<file path="src/rtl/xeng_acc_serializer.sv">
// rtl/xeng_acc_serializer.sv - buffers X-engine accumulation words and serializes them one Stokes term per beat
module xeng_acc_serializer #(
    parameter int SERIAL_ACC_LEN_BITS = 7,
    parameter int P_FACTOR_BITS       = 2,
    parameter int BITWIDTH            = 4,
    parameter int N_ANTS              = 32,
    parameter int FIFO_DEPTH_BITS     = 4,
    localparam int WORD_W    = (2 * BITWIDTH + 1) + P_FACTOR_BITS + SERIAL_ACC_LEN_BITS,
    localparam int ACC_WIDTH = 8 * WORD_W,
    localparam int BASELINES = N_ANTS * ((N_ANTS >> 1) + 1),
    localparam int BL_W      = $clog2(BASELINES)
) (
    input  logic                  clk,
    input  logic                  rst_n,
    input  logic                  ce,
    input  logic                  sync_in,
    input  logic [ACC_WIDTH-1:0]  acc_in,
    input  logic                  valid_in,
    output logic [2*WORD_W-1:0]   dout,
    output logic [1:0]            dout_stokes,
    output logic [BL_W-1:0]       dout_baseline,
    output logic                  dout_last,
    output logic                  dout_valid,
    input  logic                  dout_ready,
    output logic                  overflow
);

    localparam int SW      = 2 * WORD_W;
    localparam int DEPTH   = 1 << FIFO_DEPTH_BITS;
    localparam int ENTRY_W = ACC_WIDTH + BL_W;

    localparam logic [BL_W-1:0] BL_LAST = BL_W'(BASELINES - 1);

    localparam logic [0:0] IDLE  = 1'b0;
    localparam logic [0:0] SHIFT = 1'b1;

    // ce exists only so the block drops into the Simulink-generated wrapper unchanged
    logic unused_ce;
    assign unused_ce = ce;

    // ------------------------------------------------------------------
    // Baseline tagging
    // ------------------------------------------------------------------
    logic [BL_W-1:0] bl_cnt;
    logic [BL_W-1:0] tag_in;
    logic [BL_W-1:0] bl_inc;

    // A frame sync re-origins the count so a word arriving with it is baseline 0
    always_comb begin
        tag_in = sync_in ? '0 : bl_cnt;
        bl_inc = (tag_in == BL_LAST) ? '0 : tag_in + BL_W'(1);
    end

    // Counter advances on every valid word, including ones the FIFO has to drop
    always_ff @(posedge clk or negedge rst_n) begin
        if (!rst_n) begin
            bl_cnt <= '0;
        end else if (valid_in) begin
            bl_cnt <= bl_inc;
        end else if (sync_in) begin
            bl_cnt <= '0;
        end
    end

    // ------------------------------------------------------------------
    // Word FIFO holding {accumulation, baseline tag}
    // ------------------------------------------------------------------
    logic [ENTRY_W-1:0]         mem [DEPTH];
    logic [FIFO_DEPTH_BITS-1:0] wr_ptr;
    logic [FIFO_DEPTH_BITS-1:0] rd_ptr;
    logic [FIFO_DEPTH_BITS:0]   fifo_cnt;
    logic                       fifo_full;
    logic                       fifo_empty;
    logic                       push;
    logic                       pop;
    logic [ENTRY_W-1:0]         rd_entry;
    logic [ACC_WIDTH-1:0]       rd_acc;
    logic [BL_W-1:0]            rd_tag;

    logic [0:0]                 state;
    logic [1:0]                 beat;

    assign fifo_full  = fifo_cnt[FIFO_DEPTH_BITS];
    assign fifo_empty = (fifo_cnt == '0);
    assign rd_entry   = mem[rd_ptr];
    assign rd_acc     = rd_entry[ENTRY_W-1:BL_W];
    assign rd_tag     = rd_entry[BL_W-1:0];

    // Pop whenever the serializer is free for a new word: idle, or finishing its YX beat
    always_comb begin
        pop = 1'b0;
        if (!fifo_empty) begin
            if (state == IDLE) begin
                pop = 1'b1;
            end else if (dout_ready && (beat == 2'd3)) begin
                pop = 1'b1;
            end
        end
    end

    // A full FIFO still accepts a word if a slot frees up in the same cycle
    assign push = valid_in && (!fifo_full || pop);

    // Storage array carries no reset; validity is tracked by the pointers and count
    always_ff @(posedge clk) begin
        if (push) begin
            mem[wr_ptr] <= {acc_in, tag_in};
        end
    end

    // Pointer and occupancy bookkeeping
    always_ff @(posedge clk or negedge rst_n) begin
        if (!rst_n) begin
            wr_ptr   <= '0;
            rd_ptr   <= '0;
            fifo_cnt <= '0;
        end else begin
            if (push) begin
                wr_ptr <= wr_ptr + FIFO_DEPTH_BITS'(1);
            end
            if (pop) begin
                rd_ptr <= rd_ptr + FIFO_DEPTH_BITS'(1);
            end
            case ({push, pop})
                2'b10:   fifo_cnt <= fifo_cnt + (FIFO_DEPTH_BITS + 1)'(1);
                2'b01:   fifo_cnt <= fifo_cnt - (FIFO_DEPTH_BITS + 1)'(1);
                default: fifo_cnt <= fifo_cnt;
            endcase
        end
    end

    // Sticky drop flag; a drop in the sync cycle itself still counts against the new frame
    always_ff @(posedge clk or negedge rst_n) begin
        if (!rst_n) begin
            overflow <= 1'b0;
        end else if (valid_in && !push) begin
            overflow <= 1'b1;
        end else if (sync_in) begin
            overflow <= 1'b0;
        end
    end

    // ------------------------------------------------------------------
    // Serializer
    // ------------------------------------------------------------------
    logic [ACC_WIDTH-1:0] word_acc;
    logic [BL_W-1:0]      word_tag;
    logic [SW-1:0]        slices [4];
    logic [1:0]           next_beat;

    for (genvar k = 0; k < 4; k++) begin : g_slice
        assign slices[k] = word_acc[k*SW +: SW];
    end

    assign next_beat   = beat + 2'd1;
    assign dout_stokes = beat;

    // Outputs are registered and only move on an accepted beat, so they hold under backpressure
    always_ff @(posedge clk or negedge rst_n) begin
        if (!rst_n) begin
            state         <= IDLE;
            beat          <= 2'd0;
            word_acc      <= '0;
            word_tag      <= '0;
            dout          <= '0;
            dout_baseline <= '0;
            dout_last     <= 1'b0;
            dout_valid    <= 1'b0;
        end else begin
            case (state)
                IDLE: begin
                    if (pop) begin
                        state         <= SHIFT;
                        beat          <= 2'd0;
                        word_acc      <= rd_acc;
                        word_tag      <= rd_tag;
                        dout          <= rd_acc[SW-1:0];
                        dout_baseline <= rd_tag;
                        dout_last     <= 1'b0;
                        dout_valid    <= 1'b1;
                    end
                end
                SHIFT: begin
                    if (dout_ready) begin
                        if (beat == 2'd3) begin
                            if (pop) begin
                                beat          <= 2'd0;
                                word_acc      <= rd_acc;
                                word_tag      <= rd_tag;
                                dout          <= rd_acc[SW-1:0];
                                dout_baseline <= rd_tag;
                                dout_last     <= 1'b0;
                            end else begin
                                state      <= IDLE;
                                dout_valid <= 1'b0;
                                dout_last  <= 1'b0;
                            end
                        end else begin
                            beat      <= next_beat;
                            dout      <= slices[next_beat];
                            dout_last <= (word_tag == BL_LAST) && (next_beat == 2'd3);
                        end
                    end
                end
                default: begin
                    state      <= IDLE;
                    dout_valid <= 1'b0;
                end
            endcase
        end
    end

endmodule

</file>
<file path="config.mk">
export PLATFORM = sky130hd
export DESIGN_NAME = xeng_acc_serializer
export DESIGN_NICKNAME = d
export VERILOG_FILES = /design/src/rtl/xeng_acc_serializer.sv
export SDC_FILE = /design/constraint.sdc
export NUM_CORES = 2
export LEC_CHECK = 0
export BUFFER_PORTS_ARGS = -buffer_cell sky130_fd_sc_hd__buf_2
export CORE_MARGIN = 3
export CORE_UTILIZATION = 53
export DETAILED_ROUTE_END_ITERATION = 7
export PLACE_DENSITY = 0.69
export REMOVE_ABC_BUFFERS = 1
export SLEW_MARGIN = 20
export SYNTH_ARGS = -nofsm -noshare
export SYNTH_HDL_FRONTEND = slang
export SYNTH_SLANG_ARGS = --single-unit
</file>
<file path="constraint.sdc">
create_clock -name clk -period 8 [get_ports clk]
set_input_delay 2 -clock clk [delete_from_list [all_inputs] [get_ports clk]]
set_output_delay 2 -clock clk [all_outputs]
set_load 0.02 [all_outputs]
</file>
==> results.json <==
{
  "finalCritPeriodShare_pct": 61.7,
  "cts.repair.resized": 0,
  "first_global_vias": 50164,
  "grt_overflow": 0,
  "hold_buffers": 0,
  "skew_ps": 41.3,
  "worst_pin_slew_ps": 1140,
  "syn_inst": 4713,
  "via_count": 48855,
  "track_usage_pct": 24.1,
  "core_area_um2": 193000,
  "async_flop_share_pct": 8.16,
  "leakagePower_nw": 37.4,
  "irDropWorstVdd_uv": 367,
  "rsz0062_at_grt": "false",
  "setup_viol": 0,
  "cp-startpoint": "dout_ready",
  "n_fill_cell": 13105,
  "drtIter0Drc": 5131,
  "rows": 161,
  "dp_worst_setup_slack_ps": 1960,
  "ys_types": 58,
  "cts_buffer_depth": 4,
  "arrival_ps": 5720,
  "crit_type": "in2reg",
  "setup_ws_ps": 3060,
  "yosysWarningCount": 0,
  "hold_viol_final": 0,
  "fin_nets": 5168,
  "drive_above_1_share_pct": 27.8,
  "drtPass1Iterations": 5,
  "syn_area_per_cell_um2": 21.9,
  "reg2reg_depth": 7,
  "drt_wl_total_um": 236000,
  "grt_start_max_net_pins": 121,
  "antenna_found_initial": 58,
  "synth-edff-count": 2464,
  "power_density_nw_per_um2": 348,
  "path_cells": "buf_2, buf_4, nand2_1, nand2_1, nand2_8, inv_2, nand2b_1, o221ai_1",
  "vias_per_cell": 6.30,
  "final_common_cell": "edfxtp_1",
  "multiInputGateArea_um2": 22100,
  "cp-start-kind": "input pin",
  "routabilityCongestion": 0.743,
  "clock.fmax_ghz": 0.202,
  "dieArea_um2": 200000,
  "area_growth_syn_to_layout_pct": 12.2,
  "r2r_end": "mem[1][86]",
  "ys_ff_latch": 2683,
  "port_buffers": 199,
  "cp_max_fo": 115,
  "cts_made_buffers": 280,
  "synth_top_area_share_pct": 71.8,
  "clk_latency_ps": 910,
  "synth.cell_area_um2": 103000,
  "cts_setup_buffers": 0,
  "slowest_delay_ps": 840,
  "seq_area_um2": 79500,
  "cp_num_cells": 8,
  "cp-end-kind": "flip-flop",
  "place_area_um2": 107000,
  "die_height_um": 447,
  "drv_cap": 0,
  "stdcell_area_um2": 116000,
  "route.detailed.drc": 0,
  "cpMostUsedCell": "nand2_1",
  "cts_sinks": 2683,
  "yosysTopAreaCell": "edfxtp_1",
  "cts_tree": "yes",
  "mostFrequentLayoutCells": "edfxtp_1 (2,464), mux4_2 (628), clkbuf_16 (287), dfrtp_1 (213), buf_2 (198)",
  "cp.required_ps": 8780,
  "initial_core_util_pct": 53.4,
  "slew_headroom_pct": 23.9,
  "rr_startpoint": "dout_stokes[0]",
  "die_x_um": 447,
  "worst-path-buf-inv": 3,
  "worst-r2r-setup-slack_ps": 3280,
  "wl_per_cell_um": 30.5,
  "ys_seq_area_share_pct": 77.2,
  "ioPinCount": 201,
  "hpwl_um": 119000,
  "synth-main-ff-cell": "edfxtp_1",
  "outcome": "finished clean",
  "hold_path_class": "reg2reg",
  "drtAntennaViolNets": 0,
  "synthTopCellsByArea": "edfxtp_1 (72%), mux4_2 (14%), dfrtp_1 (5.3%)",
  "grt_pass1_wl_um": 348000,
  "clkTransAtPathRegs_ps": 60,
  "crit_family": "buffers and inverters",
  "root_buffer": "clkbuf_16",
  "endpoint": "word_acc[61]",
  "cp_slowest_cell": "inv_2",
  "min_period_ps": 4940,
  "maxSlewViolCount": 0,
  "cts-htree-levels": 5
}
Yosys cell counts, types with 34 or more instances:
master    instances
mux2i_1         173
nand2_1         183
buf_6            34
buf_2            84
o21ai_0         132
clkbuf_1        106
a21oi_1          51
o22ai_1          34
a221oi_1         46
mux2_2           99
nor2_1          119
edfxtp_1       2464
mux4_2          628
dfrtp_1         219
report_power, final:
group          total, W  switching [W]  internal, W
Sequential       0.0177       0.000833       0.0168
Clock            0.0123        0.00510      0.00722
Combinational    0.0102        0.00564      0.00454
state kept, by name (all words and copies together) (netlist names), 2 cells and up:
register       count
rd_ptr             4
dout_stokes        2
word_acc         144
dout_baseline     10
wr_ptr             4
bl_cnt            10
mem             2464
fifo_cnt           5
dout              36
logic make-up (layout without fill, tap and decap cells):
kind of cell / Yosys count / count (layout) / share of synthesized area (%)
DFF: 2683 / 2683 / 77.2
muxes: 900 / 900 / 16.5
AOI/OAI and AO/OA: 421 / 421 / 2.85
and+or+nand+nor: 393 / 393 / 1.67
buffers and inverters: 283 / 778 / 1.51
xor gates and xnor gates: 22 / 22 / 0.187
adders and majority gates: 11 / 11 / 0.134
other: 0 / 21 / 0
area by class of cell:
cell class,instances,area share (%)
Tap cell,2526,2.74
Multi-Input combinational cell,1747,19.1
Inverter,14,0.0455
Timing Repair Buffer,281,1.74
Clock inverter,101,0.720
Clock buffer,382,6.78
Sequential cell,2683,68.8
Antenna cell,21,0.0455
metrics by stage:
stage / hold slack (ps) / total power [W] / utilization (%) / instances / TNS [ps]
floorplan: 444 / 0.0267 / - / 4444 / -2077640
global placement: 454 / 0.0281 / 55.4 / 7250 / 0
detailed placement: 468 / 0.0283 / 55.4 / 7250 / 0
CTS: 482 / 0.0406 / 59.9 / 7733 / 0
global route: 503 / 0.0418 / 59.9 / 7743 / 0
finish: 480 / 0.0402 / 59.9 / 7755 / 0
worst min path at each step:
stage	slack (ps)	start	cells past startpoint	end
3_3_place_gp	450	word_acc[21]	1	word_acc[21]
5_1_grt	500	word_acc[16]	1	word_acc[16]
3_5_place_dp	470	word_acc[15]	1	word_acc[15]
2_1_floorplan	440	word_acc[13]	1	word_acc[13]
4_1_cts	480	word_acc[52]	2	word_acc[52]
6_report	480	word_acc[83]	2	word_acc[83]
worst min-delay path, delay by kind of cell (launching register included):
kind	cells	cell delay, ps
compound gates	1	60
flops	1	340
simple gates	1	40
layer usage:
layer	vias to the layer above	track usage, %	share of wire (%)
li1	20234	-	-
met1	26292	33.1	40
met2	1906	39.7	50
met3	413	4.50	7.2
met4	10	7.23	2.7
met5	-	0	0.032
(Power assumes the default switching activity.)
